$ cat config.mk
export PLATFORM = sky130hd
export DESIGN_NAME = hello_scroller
export DESIGN_NICKNAME = d
export VERILOG_FILES = /design/src/rtl/hello_scroller.sv
export SDC_FILE = /design/constraint.sdc
export NUM_CORES = 1
export LEC_CHECK = 0
export CELL_PAD_IN_SITES_DETAIL_PLACEMENT = 1
export CELL_PAD_IN_SITES_GLOBAL_PLACEMENT = 1
export CORE_MARGIN = 5
export CORE_UTILIZATION = 42
export DETAILED_ROUTE_END_ITERATION = 16
export GPL_ROUTABILITY_DRIVEN = 0
export PLACE_DENSITY_LB_ADDON = 0.25
export SLEW_MARGIN = 15
export SYNTH_ARGS = -nofsm -noshare
export SYNTH_HDL_FRONTEND = slang
export SYNTH_SLANG_ARGS = --single-unit
$ cat constraint.sdc
create_clock -name clk -period 1.8 [get_ports clk]
set_input_delay 0.36 -clock clk [delete_from_list [all_inputs] [get_ports clk]]
set_output_delay 0.36 -clock clk [all_outputs]
set_load 0.02 [all_outputs]
$ cat src/rtl/hello_scroller.sv
// Scrolling "HELLO" message driver for a multiplexed, active-low 7-segment display.
// A prescaled step tick moves the message offset; a free-running refresh counter walks the digits.
module hello_scroller #(
  parameter int NUM_DIGITS  = 4,
  parameter int MSG_LEN     = 8,
  parameter int STEP_DIV    = 50000000,
  parameter int REFRESH_DIV = 50000
) (
  input  logic                       clk,
  input  logic                       rstn,
  input  logic                       en,
  input  logic                       dir,
  input  logic                       blank,
  output logic [6:0]                 seg,
  output logic [NUM_DIGITS-1:0]      an,
  output logic [$clog2(MSG_LEN)-1:0] pos,
  output logic                       wrap
);

  localparam int POS_W = $clog2(MSG_LEN);
  localparam int D_W   = (NUM_DIGITS > 1) ? $clog2(NUM_DIGITS) : 1;
  localparam int SC_W  = (STEP_DIV > 1) ? $clog2(STEP_DIV) : 1;
  localparam int RC_W  = (REFRESH_DIV > 1) ? $clog2(REFRESH_DIV) : 1;

  localparam logic [SC_W-1:0]  STEP_LAST = SC_W'(STEP_DIV - 1);
  localparam logic [RC_W-1:0]  REF_LAST  = RC_W'(REFRESH_DIV - 1);
  localparam logic [D_W-1:0]   D_LAST    = D_W'(NUM_DIGITS - 1);
  localparam logic [POS_W-1:0] POS_LAST  = POS_W'(MSG_LEN - 1);
  localparam logic [4:0]       MSG_LEN_X = 5'(MSG_LEN);

  localparam logic [6:0] SEG_H     = 7'b1001000;
  localparam logic [6:0] SEG_E     = 7'b0110000;
  localparam logic [6:0] SEG_L     = 7'b1110001;
  localparam logic [6:0] SEG_O     = 7'b0000001;
  localparam logic [6:0] SEG_BLANK = 7'b1111111;

  logic [SC_W-1:0] step_cnt;
  logic [RC_W-1:0] ref_cnt;
  logic [D_W-1:0]  digit;
  logic            tick;
  logic            ref_tc;
  logic [4:0]      idx_sum;
  logic [4:0]      idx;
  logic [6:0]      char_seg;

  assign tick   = en && (step_cnt == STEP_LAST);
  assign ref_tc = (ref_cnt == REF_LAST);

  // 5-bit sum holds pos+digit up to 15+7 without truncation; it is always < 2*MSG_LEN,
  // so one conditional subtract is a full modulo.
  assign idx_sum = 5'(pos) + 5'(digit);
  assign idx     = (idx_sum >= MSG_LEN_X) ? (idx_sum - MSG_LEN_X) : idx_sum;

  always_comb begin
    char_seg = SEG_BLANK;
    case (idx)
      5'd0:       char_seg = SEG_H;
      5'd1:       char_seg = SEG_E;
      5'd2, 5'd3: char_seg = SEG_L;
      5'd4:       char_seg = SEG_O;
      default:    char_seg = SEG_BLANK;
    endcase
  end

  always_ff @(posedge clk or negedge rstn) begin
    if (!rstn) begin
      step_cnt <= '0;
    end else if (en) begin
      step_cnt <= tick ? '0 : step_cnt + SC_W'(1);
    end
  end

  always_ff @(posedge clk or negedge rstn) begin
    if (!rstn) begin
      pos  <= '0;
      wrap <= 1'b0;
    end else if (tick) begin
      if (!dir) begin
        pos  <= (pos == POS_LAST) ? '0 : pos + POS_W'(1);
        wrap <= (pos == POS_LAST);
      end else begin
        pos  <= (pos == '0) ? POS_LAST : pos - POS_W'(1);
        wrap <= (pos == '0);
      end
    end else begin
      wrap <= 1'b0;
    end
  end

  always_ff @(posedge clk or negedge rstn) begin
    if (!rstn) begin
      ref_cnt <= '0;
      digit   <= '0;
    end else begin
      ref_cnt <= ref_tc ? '0 : ref_cnt + RC_W'(1);
      if (ref_tc) begin
        digit <= (digit == D_LAST) ? '0 : digit + D_W'(1);
      end
    end
  end

  // Output register samples pre-edge digit/pos, so counter updates show one edge later.
  always_ff @(posedge clk or negedge rstn) begin
    if (!rstn) begin
      an  <= '1;
      seg <= SEG_BLANK;
    end else if (blank) begin
      an  <= '1;
      seg <= SEG_BLANK;
    end else begin
      an  <= ~(NUM_DIGITS'(1) << digit);
      seg <= char_seg;
    end
  end

endmodule

==> flow_summary_export.csv <==
group,metric,value,unit
power_and_ir_drop,p_switching,708,uW
worst_setup_path,criticalPathCategory,"reg2reg",
finish,nets,344,
worst_setup_path,critical-path-max-stage-delay,0.52,ns
worst_setup_path,cp-end-kind,"flop",
yosys,synth_cell_types,43,
worst_setup_path,path_cells,"ha_2 -> and4_4 -> nand4_1 -> or4_1 -> a21oi_2",
power_and_ir_drop,clockPowerShare,42.1,%
sta,maxSlewHeadroom,73.1,%
power_and_ir_drop,p_comb_share,10.3,%
power_and_ir_drop,p_sw_share,24.3,%
yosys,synthTopCellsByArea,"dfrtp_1, dfstp_2, xnor2_1",
finish,multi_input_area,1370,um^2
worst_setup_path,critPathSlowestCell,"or4_1",
worst_setup_path,cp_max_fo,4,
power_and_ir_drop,seqPwrFrac,47.5,%
power_and_ir_drop,power.leakage,0.00154,uW
yosys,yosysSeqAreaShare,50.3,%
sta,hold_viol_final,0,
yosys,netlist_instances,273,
grt,antenna_found_initial,0,
clocking,cts_tree,"done",
yosys,synth_compound_area_share,6.61,%
detailed_routing,dr.pass1.iters,4,
sta,rsz0062_at_grt,"yes",
clocking,cts_hold_buf,0,
detailed_routing,route.detailed.drc,0,
run_status,outcome,"completed",
detailed_routing,routedWlPerCell,16.3,um
yosys,synth_top_family_by_area,"simple AND/OR/NAND/NOR gates",
worst_setup_path,crit_buf_inv,0,
die,io-pin-count,20,
power_and_ir_drop,power,2910,uW
yosys,synth_seq_cells,57,
die,num_rows,30,
die,core,6720,um^2
finish,stdcell_count,412,
yosys,synth_mux_area_share,1.40,%
die,start_util,42.5,%
detailed_routing,drtAntennaViolNets,0,
job,cap_violations,0,
sta,fin_skew,0.00915,ns
clocking,cts_root_buf,"clkbuf_8",
sta,finalSetupViolCount,0,
grt,grt_pass1_vias,2431,
finish,final_cell_mix,"dfrtp_1, buf_4, nand2_1",
die,dieArea,8550,um^2
yosys,synth_fp_nets,290,
sta,timing.final.crit_share,99.2,%
sta,worst-slew-pin-transition,0.400,ns
grt,track_usage,17.0,%
finish,regArea,1440,um^2
sta,slew_violations,0,
min_path,hold_class,"in2async",
placement,hpwl,4.76,mm
clocking,clock-sinks,57,
yosys,synth_area_per_cell,10.5,um^2
power_and_ir_drop,power.density,817,nW/um^2
worst_setup_path,arrival,2.06,ns
yosys,ys.warnings.count,0,
clocking,cts_buffer_depth,2,
die,die_w,92.5,um
clocking,path_clk_slew,0.07,ns
placement,port_buffers,19,
finish,final_common_cell,"dfrtp_1",
worst_setup_path,required,2.07,ns
worst_setup_path,reg2regPathDepth,5,
worst_setup_path,reg2reg_from,"step_cnt[0]",
yosys,synth_fa_ha_area_share,5.52,%
worst_setup_path,r2r_slack,0.01,ns
finish,fillers,745,
finish,synthToLayoutAreaGrowth,24.8,%
clocking,htree_levels,3,
placement,place_inst,393,
grt,grt_pass1_wl,11.6,mm
sta,fin_crit,1.79,ns
clocking,clock_latency,0.34,ns
detailed_routing,drt_wl_total,6.73,mm
yosys,synth_top_area_cell,"dfrtp_1",
finish,layout-drive-gt1-share,22.0,%
sta,setup_tns,0,ns
yosys,synth-edff-count,0,
grt,grt_max_degree,58,
yosys,synth_xor_area_share,8.89,%
detailed_routing,drt_iter0_markers,99,
yosys,synth_simple_gate_area_share,24.0,%
finish,antennaDiodeCount,0,
worst_setup_path,start_kind,"flop",
yosys,synthFlopType,"dfrtp_1",
detailed_routing,vias_per_cell,5.48,
die,die_h,92.5,um
grt,grt.overflow.total,0,
power_and_ir_drop,intPower,2200,uW
worst_setup_path,timing.rr.end,"step_cnt[22]",
yosys,synth-async-reset-ratio,100,%
yosys,yosys.area.top_type_share,42.0,%
sta,fmax,560,MHz
worst_setup_path,critPathTopFamily,"simple AND/OR/NAND/NOR gates",
detailed_routing,via_count,2258,
clocking,cts_buffers,9,
yosys,synth_area,2860,um^2
power_and_ir_drop,vdd_drop_max,0.000368,V
power by group through the flow:
stage | combinational (uW) | clock, uW | sequential [uW]
floorplan | 137 | 0 | 1420
global placement | 286 | 0 | 1410
detailed placement | 292 | 0 | 1410
CTS | 296 | 1270 | 1380
global route | 335 | 1320 | 1390
finish | 301 | 1230 | 1380
per-stage QoR:
step / hold WS, ns / setup WS (ns) / instance area [um^2] / util [%]
after floorplan: 0.0644 / 0.00961 / 2880 / -
after global placement: 0.388 / -0.431 / 3330 / 49.6
after detailed placement: 0.391 / -0.494 / 3330 / 49.6
after CTS: 0.0195 / 0.00564 / 3530 / 52.5
after global routing: 0.0373 / -0.0915 / 3570 / 53.1
final: 0.0264 / 0.0146 / 3570 / 53.1
synth_stat cells (all sizes together), types with 2 or more instances:
| master | n |
|---|---|
| nor4b | 3 |
| dfrtp | 48 |
| clkbuf | 2 |
| nand4 | 12 |
| inv | 7 |
| nand2 | 25 |
| and3 | 4 |
| nor2b | 4 |
| o31ai | 4 |
| nor2 | 23 |
| and4 | 11 |
| nor3 | 2 |
| o21ai | 10 |
| dfstp | 9 |
| and2 | 2 |
| a31o | 2 |
| a21oi | 9 |
| xor2 | 11 |
| or4 | 5 |
| or3 | 5 |
| ha | 11 |
| buf | 8 |
| nand2b | 5 |
| mux2i | 4 |
| nand3 | 16 |
| nor4bb | 2 |
| xnor2 | 18 |
| nor4 | 3 |
kinds of logic (layout without fill, tap and decap cells):
group	count (synthesis)	after routing
and+or+nand+nor	123	123
muxes	4	4
buffers and inverters	17	76
AOI/OAI and AO/OA	31	31
DFF	57	57
adders and majority gates	12	12
xor gates and xnor gates	29	29
worst reg2reg max path: cells and delay by family, from the launching register on:
family | cells | cell delay (ns)
AOI/OAI and AO/OA | 1 | 0.15
and+or+nand+nor | 3 | 0.95
DFF | 1 | 0.40
adders and majority gates | 1 | 0.21
layout make-up:
cell class                 instances  share of cell area, %
tap                               80                   2.81
multi-input combinational        199                   38.4
inverter                           7                  0.737
sequential                        57                   40.3
timing repair buffer              53                   12.2
clock inverter                     3                   1.12
clock buffer                      13                   4.46
flip-flops by register name (all words and copies together), names as in the netlist:
signal	flops
digit	2
an	4
pos	3
seg	5
wrap	1
step_cnt	26
ref_cnt	16
what timing repair did:
item	4_1_cts	5_1_grt
buffers inserted	2	1
pin swaps	4	5
endpoints found under the setup margin	22	8
resized for setup	16	8
layer usage:
metal	wire [um]	track usage (%)
met5	0	0
met4	164	8.29
met3	174	3.49
met2	3380	29.2
met1	3010	20.2
worst max-delay path by stage:
| stage | start | to | slack [ns] | depth (start not counted) |
|---|---|---|---|---|
| final | step_cnt[0] | step_cnt[22] | 0.01 | 5 |
| after global routing | step_cnt[0] | step_cnt[22] | -0.09 | 5 |
| after detailed placement | en | step_cnt[21] | -0.49 | 5 |
| after floorplan | step_cnt[3] | step_cnt[21] | 0.01 | 6 |
| after global placement | en | step_cnt[23] | -0.43 | 5 |
| after CTS | step_cnt[0] | step_cnt[22] | 0.006 | 5 |
(Power assumes the default switching activity.)
